**src/rtl/wavegen_pkg.sv**
```systemverilog
// Shared types and reset defaults for the waveform command engine.
package wavegen_pkg;

  typedef enum logic [3:0] {
    CMD_NOP       = 4'h0,
    CMD_RUN       = 4'h1,
    CMD_STOP      = 4'h2,
    CMD_SQUARE    = 4'h3,
    CMD_TRIANGLE  = 4'h4,
    CMD_SAW       = 4'h5,
    CMD_FREQ_UP   = 4'h6,
    CMD_FREQ_DOWN = 4'h7,
    CMD_AMP_UP    = 4'h8,
    CMD_AMP_DOWN  = 4'h9,
    CMD_PHASE_RST = 4'hA,
    CMD_SOFT_RST  = 4'hF
  } cmd_e;

  typedef enum logic [1:0] {
    WAVE_SQUARE   = 2'd0,
    WAVE_TRIANGLE = 2'd1,
    WAVE_SAW      = 2'd2
  } wave_e;

  localparam logic [1:0] WAVE_SEL_RST = WAVE_SAW;
  localparam logic [2:0] FREQ_IDX_RST = 3'd0;
  localparam logic [2:0] FREQ_IDX_MAX = 3'd7;
  localparam logic [1:0] AMP_IDX_RST  = 2'd3;
  localparam logic [1:0] AMP_IDX_MAX  = 2'd3;

endpackage

```
**src/rtl/wave_phase_gen.sv**
```systemverilog
// Tick divider, phase accumulator and shape/scale stage of the waveform generator.
module wave_phase_gen
  import wavegen_pkg::*;
#(
  parameter int TICK_DIV = 10,
  parameter int PHASE_W  = 16,
  parameter int DATA_W   = 8,
  parameter int BASE_INC = 256
) (
  input  logic              clk,
  input  logic              rst_n,
  input  logic              run_i,        // qualified run: already low on a STOP/soft-reset cycle
  input  logic              clr_tick_i,   // restart the divider without disturbing a tick
  input  logic              phase_rst_i,  // phase <= 0, wins over the increment
  input  logic [1:0]        wave_sel_i,
  input  logic [2:0]        freq_idx_i,
  input  logic [1:0]        amp_idx_i,
  output logic [DATA_W-1:0] sample_o,
  output logic              sample_valid_o
);

  localparam int CNT_W = (TICK_DIV > 2) ? $clog2(TICK_DIV) : 1;
  localparam logic [CNT_W-1:0] CNT_LAST = CNT_W'(TICK_DIV - 1);

  logic [CNT_W-1:0]   cnt_q, cnt_d;
  logic [PHASE_W-1:0] phase_q, phase_d;
  logic [PHASE_W-1:0] inc;
  logic [DATA_W-1:0]  sample_q, sample_d;
  logic               vld_q, vld_d;
  logic               tick;

  function automatic logic [DATA_W-1:0] shape(input logic [PHASE_W-1:0] p,
                                               input logic [1:0] sel);
    logic [DATA_W-1:0] t;
    t = p[PHASE_W-2 -: DATA_W];
    case (sel)
      WAVE_SQUARE:   shape = p[PHASE_W-1] ? '1 : '0;
      WAVE_TRIANGLE: shape = p[PHASE_W-1] ? ~t : t;
      default:       shape = p[PHASE_W-1 -: DATA_W];
    endcase
  endfunction

  // Amplitude step 3 is full scale; each step down halves the sample.
  function automatic logic [DATA_W-1:0] scale(input logic [DATA_W-1:0] x,
                                               input logic [1:0] amp);
    logic [1:0] sh;
    sh = 2'd3 - amp;
    scale = x >> sh;
  endfunction

  // Increment doubles per frequency step and wraps with the accumulator width.
  assign inc = PHASE_W'(BASE_INC) << freq_idx_i;

  // Next-state: divider, tick-time sample capture and phase advance.
  always_comb begin
    cnt_d    = cnt_q;
    phase_d  = phase_q;
    sample_d = sample_q;
    vld_d    = 1'b0;
    tick     = run_i && (cnt_q == CNT_LAST);
    if (!run_i) begin
      cnt_d    = '0;
      sample_d = '0;
    end else begin
      if (tick) begin
        sample_d = scale(shape(phase_q, wave_sel_i), amp_idx_i);
        vld_d    = 1'b1;
        phase_d  = phase_q + inc;
      end
      if (tick || clr_tick_i) cnt_d = '0;
      else                    cnt_d = cnt_q + 1'b1;
    end
    if (phase_rst_i) phase_d = '0;
  end

  // Generator state registers.
  always_ff @(posedge clk or negedge rst_n) begin
    if (!rst_n) begin
      cnt_q    <= '0;
      phase_q  <= '0;
      sample_q <= '0;
      vld_q    <= 1'b0;
    end else begin
      cnt_q    <= cnt_d;
      phase_q  <= phase_d;
      sample_q <= sample_d;
      vld_q    <= vld_d;
    end
  end

  assign sample_o       = sample_q;
  assign sample_valid_o = vld_q;

endmodule

```
**src/rtl/wave_cmd_engine.sv**
```systemverilog
// Command decode and settings registers for the waveform generator; drives wave_phase_gen.
module wave_cmd_engine
  import wavegen_pkg::*;
#(
  parameter int TICK_DIV = 10,
  parameter int PHASE_W  = 16,
  parameter int DATA_W   = 8,
  parameter int BASE_INC = 256
) (
  input  logic              clk,
  input  logic              rst_n,
  input  logic [3:0]        command,
  input  logic              command_signal,
  output logic [DATA_W-1:0] sample,
  output logic              sample_valid,
  output logic              running,
  output logic [1:0]        wave_sel,
  output logic [2:0]        freq_idx,
  output logic [1:0]        amp_idx,
  output logic              cmd_err
);

  logic       running_q, running_d;
  logic [1:0] wave_q, wave_d;
  logic [2:0] freq_q, freq_d;
  logic [1:0] amp_q, amp_d;
  logic       err_q, err_d;
  logic       stop_now;   // STOP or soft reset this cycle: suppresses a coinciding tick
  logic       clr_tick;
  logic       phase_rst;
  logic       gen_run;

  // Decode the strobed command into next settings and generator controls.
  always_comb begin
    running_d = running_q;
    wave_d    = wave_q;
    freq_d    = freq_q;
    amp_d     = amp_q;
    err_d     = 1'b0;
    stop_now  = 1'b0;
    clr_tick  = 1'b0;
    phase_rst = 1'b0;
    if (command_signal) begin
      case (cmd_e'(command))
        CMD_NOP: ;
        CMD_RUN: begin
          running_d = 1'b1;
          clr_tick  = 1'b1;
        end
        CMD_STOP: begin
          running_d = 1'b0;
          stop_now  = 1'b1;
        end
        CMD_SQUARE:    wave_d = WAVE_SQUARE;
        CMD_TRIANGLE:  wave_d = WAVE_TRIANGLE;
        CMD_SAW:       wave_d = WAVE_SAW;
        CMD_FREQ_UP:   if (freq_q != FREQ_IDX_MAX) freq_d = freq_q + 3'd1;
        CMD_FREQ_DOWN: if (freq_q != 3'd0)         freq_d = freq_q - 3'd1;
        CMD_AMP_UP:    if (amp_q != AMP_IDX_MAX)   amp_d  = amp_q + 2'd1;
        CMD_AMP_DOWN:  if (amp_q != 2'd0)          amp_d  = amp_q - 2'd1;
        CMD_PHASE_RST: phase_rst = 1'b1;
        CMD_SOFT_RST: begin
          running_d = 1'b0;
          wave_d    = WAVE_SEL_RST;
          freq_d    = FREQ_IDX_RST;
          amp_d     = AMP_IDX_RST;
          stop_now  = 1'b1;
          phase_rst = 1'b1;
        end
        default: err_d = 1'b1;
      endcase
    end
  end

  // A tick in the same cycle as a command still sees the old settings; only STOP kills it.
  assign gen_run = running_q && !stop_now;

  // Settings and error-pulse registers.
  always_ff @(posedge clk or negedge rst_n) begin
    if (!rst_n) begin
      running_q <= 1'b0;
      wave_q    <= WAVE_SEL_RST;
      freq_q    <= FREQ_IDX_RST;
      amp_q     <= AMP_IDX_RST;
      err_q     <= 1'b0;
    end else begin
      running_q <= running_d;
      wave_q    <= wave_d;
      freq_q    <= freq_d;
      amp_q     <= amp_d;
      err_q     <= err_d;
    end
  end

  wave_phase_gen #(
    .TICK_DIV (TICK_DIV),
    .PHASE_W  (PHASE_W),
    .DATA_W   (DATA_W),
    .BASE_INC (BASE_INC)
  ) u_gen (
    .clk            (clk),
    .rst_n          (rst_n),
    .run_i          (gen_run),
    .clr_tick_i     (clr_tick),
    .phase_rst_i    (phase_rst),
    .wave_sel_i     (wave_q),
    .freq_idx_i     (freq_q),
    .amp_idx_i      (amp_q),
    .sample_o       (sample),
    .sample_valid_o (sample_valid)
  );

  assign running  = running_q;
  assign wave_sel = wave_q;
  assign freq_idx = freq_q;
  assign amp_idx  = amp_q;
  assign cmd_err  = err_q;

endmodule

```
**config.mk**
```make
export PLATFORM = sky130hd
export DESIGN_NAME = wave_cmd_engine
export DESIGN_NICKNAME = d
export VERILOG_FILES = /design/src/rtl/wavegen_pkg.sv /design/src/rtl/wave_phase_gen.sv /design/src/rtl/wave_cmd_engine.sv
export SDC_FILE = /design/constraint.sdc
export NUM_CORES = 1
export LEC_CHECK = 0
export ABC_AREA = 1
export ABC_CLOCK_PERIOD_IN_PS = 5600
export CORE_MARGIN = 5
export CORE_UTILIZATION = 55
export CTS_CLUSTER_DIAMETER = 40
export CTS_CLUSTER_SIZE = 10
export DETAILED_ROUTE_END_ITERATION = 10
export GPL_ROUTABILITY_DRIVEN = 0
export PLACE_DENSITY_LB_ADDON = 0.05
export SLEW_MARGIN = 10
export SYNTH_ARGS = -nofsm -noshare
export SYNTH_HDL_FRONTEND = slang
export SYNTH_SLANG_ARGS = --single-unit
```
**constraint.sdc**
```tcl
create_clock -name clk -period 5.6 [get_ports clk]
set_input_delay 1.12 -clock clk [delete_from_list [all_inputs] [get_ports clk]]
set_output_delay 1.12 -clock clk [all_outputs]
set_load 0.02 [all_outputs]
```
* Word level (Yosys, flattened, before mapping)
Cells that the tools add are included.
Widths: inputs -> output; s select.
** Storage, ports and cells
- Flip-flop bits (word level) :: 38
- Input port bits :: 7
- Word-level logic and storage cells :: 92
** Operators by class
- Add/sub/neg operators :: 7
- Eq/ne operators :: 20
- Shift operators :: 2
- Multiplexer cells :: 30
- Bitwise gates (word level) :: 1
- Reduce and logical (&&, ||, !) cells :: 23
** Operator list (number)
- $mux 16 :: 3
- $mux 8 :: 6
- $eq 4x4->1 const B :: 5
- $add 16x16->16 :: 1
- $eq 4x3->1 const B :: 4
- $pmux 8 s2 :: 1
- $shl 9x3->16 const A :: 1
- $ne 2x2->1 const B :: 6
- $pmux 2 s3 :: 2
- $reduce_bool 3->1 :: 4
- $reduce_or 12->1 :: 1
- $mux 1 :: 10
- $pmux 3 s3 :: 1
- $eq 4x2->1 const B :: 2
- $mux 4 :: 2
- $not 8->8 :: 1
- $reduce_and 4->1 :: 2
- $reduce_bool 2->1 :: 4
- $shr 8x2->8 :: 1
- $mux 3 :: 2
- $reduce_and 2->1 :: 3
- $reduce_or 2->1 :: 3
- $add 4x1->4 const B :: 1
- $eq 4x1->1 const B :: 1
- other kinds (14) :: 16

* Depth between registers and ports, before layout
- Word-level depth :: 12
- Gate-level depth with buffers :: 13

* Modules after synthesis
From an unflattened synthesis, not the netlist that was laid out.
** Unflattened totals
- Cells, all modules :: 323
- Area, all modules :: 2190.9 um^2
** By module, submodules not included
- wave_phase_gen :: instances 1, cells each 216, area an instance 1535.2 um^2, sequential area each 525.5 um^2
- wave_cmd_engine :: instances 1, cells each 107, area an instance 655.6 um^2, sequential area each 229.0 um^2

* Least setup slack after synthesis
OpenSTA, ideal clock, no wires.
- Path kind :: input to register
- Start :: in command[2]
- End :: reg freq_q[1], in the netlist freq_idx[1]
- Library setup time :: 0.118 ns
- Arrival time :: 2.108 ns
- Data required time :: 5.482 ns
- Path slack :: 3.374 ns
- Cell stages on the path :: 6
- Path through :: inv_1 nor3_1 fa_1 nand2_1 nand3b_1 nand2_1
** Between the ends
- Longest elaborated chain between the ends :: 3
- Elaborated cells between the ends (all ways) :: 8
- Classes of those cells :: eq/ne (5); mux (1); reduce/logical (2)
** Ends and longest elaborated chain
- start: declaration :: RTL line wave_cmd_engine.sv:12 : input logic [3:0] command,
- $eq 4x3->1 or $eq 4x4->1 (tied branches) :: RTL line wave_cmd_engine.sv:44 : case (cmd_e'(command))
- $ne 2x2->1 (no line) or $reduce_bool 3->1 (tied branches)
- $reduce_and 4->1 (no line)
- end signal: assignment :: RTL line wave_cmd_engine.sv:89 : freq_q <= freq_d;
- end: declaration :: RTL line wave_cmd_engine.sv:25 : logic [2:0] freq_q, freq_d;
Several ways; a longest one is shown, not always the timed one.
A chain may end at the register's enable or synchronous reset.

* Worst setup path after layout
- Start :: reg amp_q[0], in the netlist amp_idx[0]
- End :: out amp_idx[0]
** RTL lines
- start: declaration :: RTL line wave_cmd_engine.sv:26 : logic [1:0] amp_q, amp_d;
- start signal: assignment :: RTL line wave_cmd_engine.sv:90 : amp_q <= amp_d;
- end: declaration :: RTL line wave_cmd_engine.sv:19 : output logic [1:0] amp_idx,
No word-level cell between the ends.

==> results.txt <==
The flow ran to the end, and the final reports show no timing, DRC or antenna violations. The hold violation total from the final report came out at 0. The count of warnings emitted by yosys came out at 0. The distinct cell type count after synthesis is 28.

The final sum of negative setup slack came out at 0 ns. Counting flops with a built-in enable in the synthesized netlist gives 0. In the synthesized netlist, the number of instances is 326. The count of nets left with antenna violations after detail routing is 0. The remaining global-route overflow came out at 0. The proportion of netlist area held by the largest area contributor is 0.308. In this run the worst hold path is classified as flip-flop to flip-flop. The synthesized area came out at 2200 um^2.

The minimum clock period after layout came out at 2.73 ns. The worst setup path is of the flip-flop to primary output kind. The pre-CTS setup slack came out at 2.68 ns.

For this block, the initial DRC count from the detailed router was 101. The post-CTS setup-driven buffer insertion count is 0. The core footprint came out at 3940 um^2. The via count is 2,128. The number of global-route vias before repair came to 2,078.

Clock tree synthesis selected as its root buffer the cell clkbuf_8. The flip-flop and latch area came out at 754 um^2. The power density relative to cell area is 308 nW/um^2. The proportion of layout cells with a drive suffix above 1 is 0.0653.

The worst setup path is launched from a flip-flop. The clock network latency to the later pin of the worst-skew pair is 0.28 ns. Setup repair after global routing left no endpoint under its margin. The die area is 5360 um^2. The library cell occupying the most area in the post-synthesis netlist is dfrtp_1. Measured against its own limit, the worst slew margin works out to 0.713.

The count of placed standard cells including taps came out at 394. The overall die height came out at 73.2 um. The H-tree generated during clock tree synthesis spans 2 levels.

The global-route wire length before repair is 8980 um. The initial antenna violation count came out at 0. Counting the fill cells in the layout gives 375.

After detailed routing, the average wire length per cell comes to 12.3 um. The standby leakage power is 1.40 nW. The buffer depth of the longest clock path came out at 2. The required time at the endpoint of the critical path is 4.48 ns. Yosys attributes the largest share of cell area to dfrtp_1 31%, nand2_1 20%, nand3_1 8.4%. The post-synthesis sequential element count is 30. The detailed placement HPWL is 3760 um.

A synthesized cell averages 6.74 um^2. The number of standard cells in the final layout excluding fillers came out at 402. Across every metal layer, demand over resource in global routing totals 0.215. The cell with the biggest individual delay on the critical path is dfstp_2.

The total count of max-transition violations in the final report is 0. The net count of the mapped netlist came out at 344. The detail-routed via count per cell came out at 5.29. The net total in the final layout is 369.

For this run, the leading register cell type out of synthesis is dfrtp_1. The largest net degree at the start of global routing is 31. From synthesis to final layout, the design area changed by 18.8%. For this run, the share of the core covered by cells in the final layout is 0.662. The share of the clock period used by the worst path came out at 0.487. The quantity of gates resized following cts is 0.

The most common cell in the synthesized netlist is nand2_1. The multi-input combinational cells in the finished layout cover a total of 1250 um^2. The maximum ir drop on the vdd rail came out at 0.000210 V. After detailed routing, the total wire length is 4930 um.

The number of setup violations in the final report came out at 0. In the routed design, unresolved DRC markers number 0. In the synthesized netlist, the cells that appear most often are 116 x nand2_1, 38 x inv_1, 37 x nand3_1. The number of diodes is 0. The count of buffers inserted at the top-level ports came out at 24. The buffers plus inverters on the worst setup path came out at 1. TritonCTS built the clock tree. The final worst slack is 2.87 ns. The number of clock sinks came out at 30.

In this run the horizontal extent of the chip is 73.2 um. The signal on the critical path passes through clkdlybuf4s50_1. The proportion of synthesized flip-flops having asynchronous set or reset is 1.00.

The data arrival time of the critical path came out at 1.61 ns. The initial standard-cell utilization of the core is 0.557. After clock tree synthesis, the clock-pin slew on the worst setup and hold paths is 0.07 ns.

During I/O placement, the number of pins put on the boundary was 25. Hold is met by 0.480 ns. The sequential element share of the synthesized area came out at 0.343. The number of violations of the max-capacitance limit is 0. Broken down by cell family, the worst path's largest delay share belongs to flip-flops. The number of CTS-inserted buffers came out at 5. The first detailed-routing pass ran for 4 iterations. The largest single stage delay on the critical path is 0.67 ns. Hold repair after CTS inserted 0 buffers. Row generation in the floorplan step produced 23 rows. Derived from the worst setup path, the maximum achievable clock frequency is 0.367 GHz.

The actual slew at the worst max-slew pin came out at 0.428 ns. The maximum clock skew at final layout is 0.00625 ns. The top fanout value on the critical path is 13. STA classifies the critical path endpoint as a primary output.
==> report_power, final <==
| group | switching, mW | internal, mW | total, mW |
|---|---|---|---|
| clock network | 0.0837 | 0.190 | 0.273 |
| registers | 0.0475 | 0.240 | 0.288 |
| logic | 0.144 | 0.0982 | 0.242 |
| total | 0.275 | 0.528 | 0.803 |
==> flip-flops by register name, indices dropped and copies added, names as in the netlist <==
register,flops
u_gen.phase_q,8
u_gen.sample_o,8
amp_idx,2
wave_sel,2
u_gen.cnt_q,4
freq_idx,3
cmd_err,1
u_gen.sample_valid_o,1
running,1
==> routing by layer <==
layer	track usage	vias to the layer above	share of wire
met5	0	-	0
met3	0.0399	7	0.038
met2	0.354	31	0.47
li1	-	1102	-
met4	0.0717	0	0.013
met1	0.283	988	0.48
==> logic make-up after synthesis <==
group	Yosys count	share of synthesized area
and+or+nand+nor	214	0.431
buffers and inverters	47	0.0877
DFF	30	0.343
AOI/OAI and AO/OA	16	0.0364
adders and majority gates	11	0.0695
xor gates and xnor gates	8	0.0319
==> worst min-delay path, cell delays in order, from the launching register on <==
cell and delay [ns]:
dfrtp_1 0.34, nand2_1 0.05, nand2_1 0.05
==> layout by cell type, fill, tap and decap left out <==
cell | Yosys | routed
nand2_1 | 116 | 116
inv_1 | 38 | 38
nand3_1 | 37 | 37
dfrtp_1 | 27 | 27
nor2_1 | 24 | 24
clkdlybuf4s50_1 | 0 | 24
nand4_1 | 16 | 16
ha_1 | 9 | 9
nor3_1 | 8 | 8
a21oi_1 | 8 | 8
o21ai_0 | 7 | 7
xor2_1 | 6 | 6
clkbuf_8 | 0 | 6
nand2_2 | 5 | 5
dfstp_2 | 3 | 3
xnor2_1 | 2 | 2
nor2_4 | 2 | 2
fa_1 | 2 | 2
bufinv_16 | 0 | 2
nor2_2 | 1 | 1
nand3_2 | 1 | 1
inv_4 | 1 | 1
nor4_1 | 1 | 1
clkinv_1 | 1 | 1
or2_2 | 1 | 1
o21ai_1 | 1 | 1
nand3b_1 | 1 | 1
and2_1 | 1 | 1
buf_4 | 0 | 1
==> metrics by stage <==
| step | cell area, um^2 | power, mW |
|---|---|---|
| 6_report | 2610 | 0.803 |
| 5_1_grt | 2610 | 0.859 |
| 4_1_cts | 2610 | 0.809 |
| 3_5_place_dp | 2470 | 0.533 |
| 3_3_place_gp | 2470 | 0.527 |
| 2_1_floorplan | 2200 | 0.455 |
==> final timing paths <==
check / from / end / slack, ns / cells past startpoint
hold reg to reg: u_gen.sample_o[5] / u_gen.sample_o[5] / 0.48 / 2
max in group asynchronous: rst_n / wave_sel[1] / 4.05 / 2
setup reg to reg: freq_idx[0] / u_gen.phase_q[12] / 3.59 / 10
hold / removal: u_gen.sample_o[5] / u_gen.sample_o[5] / 0.48 / 2
min in group asynchronous: rst_n / u_gen.phase_q[11] / 1.23 / 2
setup / recovery: amp_idx[0] / amp_idx[0] / 2.87 / 1
==> area by class of cell <==
type,instances,share of cell area
clock inverters,2,0.0230
repair buffers,25,0.0949
inverters,40,0.0585
multi-input cells,249,0.479
flip-flops and latches,30,0.289
clock buffers,6,0.0316
well taps,50,0.0240
Power figures use the tool's default switching activity.
